`src/rtl/motor_pkg.sv`:
```
// Shared constants and FSM state type for the motor PWM drive.
package motor_pkg;

  localparam int CLK_HZ          = 48_000_000;
  localparam int DEF_ERR_W       = 12;
  localparam int DEF_PWM_PERIOD  = 2400;
  localparam int DEF_DEAD_CYCLES = 480;
  localparam int DEF_DEADBAND    = 2;

  typedef enum logic [1:0] {
    IDLE = 2'd0,
    RUN  = 2'd1,
    DEAD = 2'd2
  } motor_state_e;

endpackage

```
`src/rtl/motor_duty_calc.sv`:
```
// Combinational duty computation: deadband, proportional scale, saturation to one period.
module motor_duty_calc
  import motor_pkg::*;
#(
  parameter int ERR_W      = DEF_ERR_W,
  parameter int KP         = 8,
  parameter int MIN_DUTY   = 200,
  parameter int DEADBAND   = DEF_DEADBAND,
  parameter int PWM_PERIOD = DEF_PWM_PERIOD,
  parameter int DUTY_W     = $clog2(DEF_PWM_PERIOD + 1)
) (
  input  logic [ERR_W-1:0]  errorabs,
  output logic [DUTY_W-1:0] duty
);

  // KP is at most 8 bits wide; the extra sum bit keeps MIN_DUTY from wrapping
  localparam int PROD_W = ERR_W + 8;
  localparam int SUM_W  = ERR_W + 9;

  logic [PROD_W-1:0] prod;
  logic [SUM_W-1:0]  sum;

  // Clamp the raw command to a full period so the drive never sees a wrapped duty
  function automatic logic [DUTY_W-1:0] sat_period(input logic [SUM_W-1:0] s);
    if (s > SUM_W'(PWM_PERIOD))
      return DUTY_W'(PWM_PERIOD);
    else
      return DUTY_W'(s);
  endfunction

  // Deadband gives zero drive; otherwise offset plus proportional term, saturated
  always_comb begin
    prod = PROD_W'(errorabs) * PROD_W'(KP);
    sum  = SUM_W'(prod) + SUM_W'(MIN_DUTY);
    if (errorabs <= ERR_W'(DEADBAND))
      duty = '0;
    else
      duty = sat_period(sum);
  end

endmodule

```
`src/rtl/motor_pwm_drive.sv`:
```
// H-bridge PWM drive: proportional duty, reversal dead-time, on-target detection.
module motor_pwm_drive
  import motor_pkg::*;
#(
  parameter int ERR_W          = DEF_ERR_W,
  parameter int PWM_PERIOD     = DEF_PWM_PERIOD,
  parameter int KP             = 8,
  parameter int MIN_DUTY       = 200,
  parameter int DEADBAND       = DEF_DEADBAND,
  parameter int DEAD_CYCLES    = DEF_DEAD_CYCLES,
  parameter int ON_TGT_PERIODS = 4
) (
  input  logic             clk_48,
  input  logic             reset,
  input  logic             enable,
  input  logic [ERR_W-1:0] errorabs,
  input  logic             errorsign,
  output logic             pwm_out,
  output logic             dir_out,
  output logic             brake,
  output logic             period_strobe,
  output logic             on_target
);

  localparam int CNT_W  = $clog2(PWM_PERIOD);
  localparam int DUTY_W = $clog2(PWM_PERIOD + 1);
  localparam int DEAD_W = (DEAD_CYCLES > 1) ? $clog2(DEAD_CYCLES) : 1;
  localparam int TGT_W  = $clog2(ON_TGT_PERIODS + 1);

  localparam logic [CNT_W-1:0]  CNT_LAST  = CNT_W'(PWM_PERIOD - 1);
  localparam logic [DEAD_W-1:0] DEAD_LAST = DEAD_W'(DEAD_CYCLES - 1);
  localparam logic [TGT_W-1:0]  TGT_MAX   = TGT_W'(ON_TGT_PERIODS);

  motor_state_e state, state_nxt;

  logic [CNT_W-1:0]  cnt;
  logic [DUTY_W-1:0] duty_calc;
  logic [DUTY_W-1:0] duty_reg;
  logic [DUTY_W-1:0] duty_lat;
  logic              sign_lat;
  logic [DEAD_W-1:0] dead_cnt;
  logic [TGT_W-1:0]  tgt_cnt;
  logic              strobe;
  logic              in_band;
  logic              reverse;
  logic              dead_done;

  motor_duty_calc #(
    .ERR_W      (ERR_W),
    .KP         (KP),
    .MIN_DUTY   (MIN_DUTY),
    .DEADBAND   (DEADBAND),
    .PWM_PERIOD (PWM_PERIOD),
    .DUTY_W     (DUTY_W)
  ) u_duty_calc (
    .errorabs (errorabs),
    .duty     (duty_calc)
  );

  // Inputs only matter on the last cycle of a RUN period
  assign strobe    = (state == RUN) && (cnt == CNT_LAST);
  assign in_band   = (errorabs <= ERR_W'(DEADBAND));
  assign reverse   = strobe && (duty_calc != '0) && (errorsign != dir_out);
  assign dead_done = (dead_cnt == DEAD_LAST);

  assign period_strobe = strobe;
  assign on_target     = (state == RUN) && (tgt_cnt == TGT_MAX);

  // State register
  always_ff @(posedge clk_48) begin
    if (reset)
      state <= IDLE;
    else
      state <= state_nxt;
  end

  // Next-state: enable low always wins; reversal only at a period boundary
  always_comb begin
    state_nxt = state;
    case (state)
      IDLE:    if (enable) state_nxt = RUN;
      RUN:     if (reverse) state_nxt = DEAD;
      DEAD:    if (dead_done) state_nxt = RUN;
      default: state_nxt = IDLE;
    endcase
    if (!enable)
      state_nxt = IDLE;
  end

  // Counters, latched duty/direction and registered H-bridge outputs
  always_ff @(posedge clk_48) begin
    if (reset) begin
      cnt      <= '0;
      duty_reg <= '0;
      duty_lat <= '0;
      sign_lat <= 1'b0;
      dead_cnt <= '0;
      tgt_cnt  <= '0;
      pwm_out  <= 1'b0;
      dir_out  <= 1'b0;
      brake    <= 1'b0;
    end else if (!enable) begin
      cnt      <= '0;
      dead_cnt <= '0;
      tgt_cnt  <= '0;
      pwm_out  <= 1'b0;
      brake    <= 1'b0;
    end else begin
      case (state)
        IDLE: begin
          cnt      <= '0;
          tgt_cnt  <= '0;
          pwm_out  <= 1'b0;
          brake    <= 1'b0;
          duty_reg <= duty_calc;
          dir_out  <= errorsign;
        end
        RUN: begin
          cnt <= strobe ? '0 : cnt + 1'b1;
          if (reverse) begin
            pwm_out  <= 1'b0;
            brake    <= 1'b1;
            dead_cnt <= '0;
            duty_lat <= duty_calc;
            sign_lat <= errorsign;
            tgt_cnt  <= '0;
          end else begin
            pwm_out <= (DUTY_W'(cnt) < duty_reg);
            if (strobe) begin
              duty_reg <= duty_calc;
              if (!in_band)
                tgt_cnt <= '0;
              else if (tgt_cnt != TGT_MAX)
                tgt_cnt <= tgt_cnt + 1'b1;
            end
          end
        end
        DEAD: begin
          pwm_out  <= 1'b0;
          tgt_cnt  <= '0;
          dead_cnt <= dead_cnt + 1'b1;
          if (dead_done) begin
            dir_out  <= sign_lat;
            duty_reg <= duty_lat;
            cnt      <= '0;
            brake    <= 1'b0;
          end
        end
        default: begin
          cnt     <= '0;
          pwm_out <= 1'b0;
          brake   <= 1'b0;
        end
      endcase
    end
  end

endmodule

```
`config.mk`:
```
export PLATFORM = sky130hd
export DESIGN_NAME = motor_pwm_drive
export DESIGN_NICKNAME = d
export VERILOG_FILES = /design/src/rtl/motor_pkg.sv /design/src/rtl/motor_duty_calc.sv /design/src/rtl/motor_pwm_drive.sv
export SDC_FILE = /design/constraint.sdc
export NUM_CORES = 1
export LEC_CHECK = 0
export ABC_CLOCK_PERIOD_IN_PS = 2500
export CAP_MARGIN = 0
export CORE_AREA = 2 2 73 109
export DETAILED_ROUTE_END_ITERATION = 12
export DIE_AREA = 0 0 75 111
export GPL_TIMING_DRIVEN = 0
export PLACE_DENSITY = 0.58
export SLEW_MARGIN = 5
export SYNTH_ARGS = -nofsm -noshare
export SYNTH_HDL_FRONTEND = slang
export SYNTH_SLANG_ARGS = --single-unit
```
`constraint.sdc`:
```
create_clock -name clk_48 -period 2.5 [get_ports clk_48]
set_input_delay 0.75 -clock clk_48 [delete_from_list [all_inputs] [get_ports clk_48]]
set_output_delay 0.75 -clock clk_48 [all_outputs]
set_load 0.02 [all_outputs]
```
---- Word level (Yosys, flattened, before mapping) ----
Cells that the tools add are included.
word-level totals
  register bits ........................... 54
  memories ................................ 0
  latch bits .............................. 0
  input port bits ......................... 16
  RAM bits ................................ 0
  memory bits (read-only) ................. 0
  logic and storage cells ................. 75
  output and inout port bits .............. 5
cells by class
  muxes and demuxes ....................... 24
  multiply operators ...................... 0
  bitwise logic cells ..................... 2
  equality and inequality tests ........... 13
  shifts and indexed selects .............. 0
  div/mod/pow operators ................... 0
  add/sub/neg operators ................... 4
  reductions and logical operators ........ 19
  magnitude comparators ................... 3
operator list
  kind                                                              count
  2-to-1 mux 12 bit                                                 7
  one-hot mux 12 bit (3 select lines)                               1
  one-hot mux 12 bit (2 select lines)                               1
  > comparator 21 x 12 -> 1 bit (second input constant)             1
  one-hot mux 9 bit (2 select lines)                                1
  adder 15 x 8 -> 16 bit (second input constant)                    1
  adder 12 x 1 -> 12 bit (second input constant)                    1
  equality test 12 bit (second input constant)                      1
  less-or-equal comparator 12 x 2 -> 1 bit (second input constant)  1
  less-than comparator 12 bit                                       1
  2-to-1 mux 3 bit                                                  4
  nonzero test 12 bit                                               1
  adder 9 x 1 -> 9 bit (second input constant)                      1
  equality test 9 bit (second input constant)                       1
  2-to-1 mux 9 bit                                                  1
  AND reduction 3 bit                                               3
  != test 2 bit (second input constant)                             4
  != test 3 bit (second input constant)                             2
  one-hot mux 2 bit (3 select lines)                                1
  one-hot mux 3 bit (2 select lines)                                1
  nonzero test 2 bit                                                3
  AND reduction 5 bit                                               1
  logical AND 1 bit                                                 4
  2-to-1 mux 2 bit                                                  2
  14 further kinds                                                  20

---- Logic depth before layout (Yosys ltp) ----
  word-level depth ........................ 9
  mapped depth ............................ 9
  depth with buffers taken out ............ 8

---- Cells and area by module ----
From an unflattened synthesis, not the netlist that was laid out.
second synthesis, totals
  cell total of the unflattened synthesis .. 382
  area total of the unflattened synthesis .. 3239.4 sq um
modules (own cells, without submodules)
  module           cells an instance  seq. area each (sq um)  area an instance (sq um)  times used
  motor_pwm_drive  318                1061.0                  2776.4                    1
  motor_duty_calc  64                 0.0                     462.9                     1

---- Worst setup path before layout ----
Ideal clock, no wire load.
  kind .................................... input -> register
  from .................................... in errorabs[0]
  to ...................................... reg duty_reg[10]
  required time ........................... 2414 ps
  path buffers ............................ 0
  slack ................................... -39 ps
  cell stages on the path ................. 7
  arrival time ............................ 2454 ps
  library setup time ...................... 86 ps
  cell sequence ........................... ha_1 -> a211o_2 -> o311ai_0 -> a211o_1 -> o211ai_4 -> o311a_1 -> a211oi_1
on the way
  word-level cells in the longest chain between the ends .. 9
  elaborated cells between the ends (all ways) .. 13
  those cells by class .................... add/sub: 1; order compare: 2; eq/ne: 1; mux: 5; reduce/logical: 4
RTL lines
  item                                  RTL line                source
  start: declaration                    motor_pwm_drive.sv:16   input logic [ERR_W-1:0] errorabs,
  adder 15 x 8 -> 16 bit                motor_duty_calc.sv:34   sum = SUM_W'(prod) + SUM_W'(MIN_DUTY);
  > comparator 21 x 12 -> 1 bit         motor_duty_calc.sv:25   if (s > SUM_W'(PWM_PERIOD))
  2-to-1 mux 12 bit                     motor_duty_calc.sv:25
  2-to-1 mux 12 bit (*)                 motor_duty_calc.sv:35   if (errorabs <= ERR_W'(DEADBAND))
  nonzero test 12 bit                   motor_pwm_drive.sv:63   assign reverse = strobe && (duty_calc != '0) && (errorsign != dir_out);
  logical AND 1 bit (2 in a row)        motor_pwm_drive.sv:63
  != test 2 bit (no source line)        --
  AND reduction 5 bit (no source line)  --
  end signal: assignment                motor_pwm_drive.sv:115  duty_reg <= duty_calc;
  end signal: assignment                motor_pwm_drive.sv:130  duty_reg <= duty_calc;
  end signal: assignment                motor_pwm_drive.sv:144  duty_reg <= duty_lat;
  end: declaration                      motor_pwm_drive.sv:38   logic [DUTY_W-1:0] duty_reg;
Mark *: on every way between the ends. The rest lies on a longest branch, timed or not. The select of a mux whose other input is x is not followed.
A chain may end at the register's enable or synchronous reset.

---- Worst setup path in the final report ----
  from .................................... in errorabs[0]
  to ...................................... reg duty_lat[3]
on the way
  word-level cells in the longest chain between the ends .. 8
  elaborated cells between the ends (all ways) .. 9
  those cells by class .................... add/sub: 1; order compare: 2; mux: 2; reduce/logical: 4
RTL lines
  item                                  RTL line                source
  adder 15 x 8 -> 16 bit                motor_duty_calc.sv:34
  > comparator 21 x 12 -> 1 bit         motor_duty_calc.sv:25
  2-to-1 mux 12 bit                     motor_duty_calc.sv:25
  2-to-1 mux 12 bit (*)                 motor_duty_calc.sv:35
  nonzero test 12 bit                   motor_pwm_drive.sv:63
  logical AND 1 bit (2 in a row)        motor_pwm_drive.sv:63
  AND reduction 3 bit (no source line)  --
  end signal: assignment                motor_pwm_drive.sv:124  duty_lat <= duty_calc;
  end: declaration                      motor_pwm_drive.sv:39   logic [DUTY_W-1:0] duty_lat;
Mark *: on every way between the ends. The rest lies on a longest branch, timed or not.

==> impl_metrics.yaml <==
drt:
  wl_per_cell_um: 15.3
  vias: 2692
  drtAntennaViolNets: 0
  wirelength_um: 7420
  dr.pass1.iters: 4
  vias_per_cell: 5.55
  drt_iter0_markers: 104
  drc: 0
final_layout:
  final_layout_size_suffix_gt1_frac: 0.204
  top_register: "cnt"
  nets: 413
  fillers: 744
  largest_reg_flops: 12
  fin_util: 0.487
  areaGrowthSynthToFinish_pct: 26.7
  diodes: 0
hold_path:
  min_delay_path_depth: 2
  hp-class: "register to register"
  min_to: "duty_reg[11]$_SDFFE_PP0P_"
  hold_path_startpoint: "duty_reg[11]$_SDFFE_PP0P_"
global_route:
  grt_max_degree: 15
  grt_pass1_vias: 2533
  grt_first_pass_wirelength_um: 12500
  antenna_found_initial: 0
  track_usage: 0.192
  grt_overflow: 0
clock_tree:
  cts_hold_buf: 0
  numClockSinks: 47
  cts-htree-levels: 2
  clkLatencyLatePin_ns: 0.29
  cts_max_path_buffers: 2
  cts_buffers: 5
  path_clk_slew_ns: 0.07
  clock-root-buffer: "clkbuf_16"
  tritoncts: "done"
critical_path:
  cpMaxStageDelayCell: "a211o_2"
  critical_path_arrival_ns: 2.58
  regToRegEndpoint: "duty_reg[10]$_SDFFE_PP0P_"
  slowest_delay_ns: 0.34
  worstPathRequired_ns: 2.68
  ff2ff_path_depth: 9
  path_class: "primary input to register"
  cp_max_fo: 8
  crit_family: "compound AO/OA/AOI/OAI gates"
  r2r_slack_ns: 0.20
  cp_cell_sequence: "clkbuf_4 > ha_4 > a211o_2 > and3_1 > a211o_2 > buf_4 > o211ai_4 > buf_4 > o31ai_1"
  timing.rr.start: "cnt[0]$_SDFFE_PP0P_"
  endpoint_kind: "register"
  start_kind: "primary input"
  crit_buf_inv: 3
synthesis:
  avgSynthCellArea_um2: 8.42
  yosysSeqAreaShare: 0.328
  ys_warn_count: 0
  async_flop_share: 0
  synth-seq-cells: 47
  synth_nets: 371
  yosysUniqueCellTypes: 68
  synthesis.area_mm2: 0.00287
  netlist_instances: 341
  synth_flop_cell: "dfxtp_1"
  synth_edf_count: 0
pwr:
  p_leak_uw: 0.00136
  cellPowerDensity_mw_per_mm2: 483
  finalPower_uw: 1760
  vdd_drop_max_mv: 0.262
timing:
  min_period_ns: 2.40
  fmax_mhz: 417
  hold_viol_final: 0
  setup_tns_ns: 0
  setup_violations: 0
  worst_pin_slew_ns: 0.627
  finClkSkew_ns: 0.00392
  slew_violations: 0
  fin_crit_sh: 0.959
  grt_setup_unrepaired: "no"
  relSlewSlack: 0.582
placed_design:
  io_buffers: 15
  post-dp-hpwl_um: 5250
  routabilityCongestion: 0.795
floorplanning:
  io_pins: 21
  core_mm2: 0.00747
  die_w_um: 75
  rows: 39
  dieHeight_um: 111
  start_util: 0.385
  design.die.area_mm2: 0.00833
run_status:
  status: "complete, no violations"
flow_run:
  cap_violations: 0
-- power by group --
part	total [uW]	switching, uW	internal (uW)
sequential	770	7.65	762
combinational	230	125	105
clock	757	291	466
total	1760	423	1330
-- cell type report --
cell class              count  area [um2]  area share
inverters                  17        63.8      0.0175
clock buffers               5         125      0.0344
clock inverters             2        37.5      0.0103
plain buffers              17         124      0.0341
multi-input cells         261        1930       0.529
flip-flops and latches     47         943       0.259
well taps                 102         128      0.0351
repair buffers             34         290      0.0798
-- worst max-delay path by stage --
stage,end,startpoint,depth (start not counted)
after floorplan,duty_reg[10]$_SDFFE_PP0P_,errorabs[2],7
after global placement,duty_lat[8]$_SDFFE_PP0P_,errorabs[0],9
after detailed placement,duty_lat[8]$_SDFFE_PP0P_,errorabs[0],9
after CTS,on_target,state[0]$_SDFFE_PP0P_,3
after global routing,duty_reg[10]$_SDFFE_PP0P_,errorabs[9],9
final,duty_lat[3]$_SDFFE_PP0P_,errorabs[0],9
-- cell usage after synthesis, drive strengths merged (9+ instances only) --
| master | instances | area share |
|---|---|---|
| ha | 14 | 0.061 |
| a21oi | 21 | 0.037 |
| o21ai | 13 | 0.023 |
| inv | 17 | 0.022 |
| and3 | 13 | 0.029 |
| dfxtp | 47 | 0.33 |
| nand3b | 9 | 0.024 |
| nor2 | 45 | 0.059 |
| buf | 9 | 0.030 |
| nand2 | 23 | 0.030 |
| xor2 | 9 | 0.027 |
| nand3 | 11 | 0.019 |
-- kinds of logic after synthesis --
family,after synthesis,synth area share
compound gates,86,0.233
xor+xnor,15,0.0458
fa+ha+maj,14,0.0610
buf+inv,34,0.0649
flops,47,0.328
mux,1,0.00349
simple gates,144,0.264
-- layout by cell type (no fill, tap or decap), types with 4 or more instances in the layout --
cell type,n
dfxtp_1,45
nor2_1,43
nand2_1,22
buf_4,21
a21oi_1,20
inv_1,17
ha_1,13
and3_1,12
o21ai_0,12
nand3_1,10
xor2_1,9
nand3b_1,9
nand2b_1,7
nor3_1,7
nand4_1,6
xnor2_1,6
clkdlybuf4s50_1,6
clkbuf_1,5
buf_6,5
clkbuf_16,5
a31oi_1,4
o311a_1,4
-- stage by stage --
| step | setup slack [ns] | cell area, um2 | cells | hold WS [ns] |
|---|---|---|---|---|
| after detailed placement | -0.988 | 3150 | 458 | 0.448 |
| after floorplan | 0.0146 | 2870 | 341 | 0.432 |
| after global routing | 0.00485 | 3640 | 485 | 0.481 |
| after CTS | 0.00155 | 3500 | 479 | 0.457 |
| final | 0.103 | 3640 | 485 | 0.456 |
| after global placement | -0.948 | 3150 | 458 | 0.441 |
-- metal layers --
| metal | part of all wire | wire, um | GRT usage |
|---|---|---|---|
| met1 | 0.42 | 3100 | 0.231 |
| met2 | 0.53 | 3930 | 0.330 |
| met3 | 0.025 | 186 | 0.0291 |
| met4 | 0.027 | 197 | 0.0774 |
| met5 | 0 | 0 | 0 |
-- worst reg2reg max path: stages (launching register included) --
cell and delay (ns):
dfxtp_1 0.39, ha_1 0.22, nand4_1 0.18, buf_4 0.21
nor4_2 0.30, a21boi_2 0.26, o211a_4 0.21, buf_6 0.15
o311a_1 0.19, a211oi_1 0.05
-- what timing repair did --
| item | 4_1_cts | 5_1_grt |
|---|---|---|
| hold endpoints to repair | 0 | 0 |
| setup buffers | 13 | 6 |
| gates resized for setup | 40 | 23 |
| gates cloned | 1 | 0 |
| pin swaps | 10 | 15 |
| setup endpoints to repair | 36 | 27 |
Power figures use the tool's default switching activity.
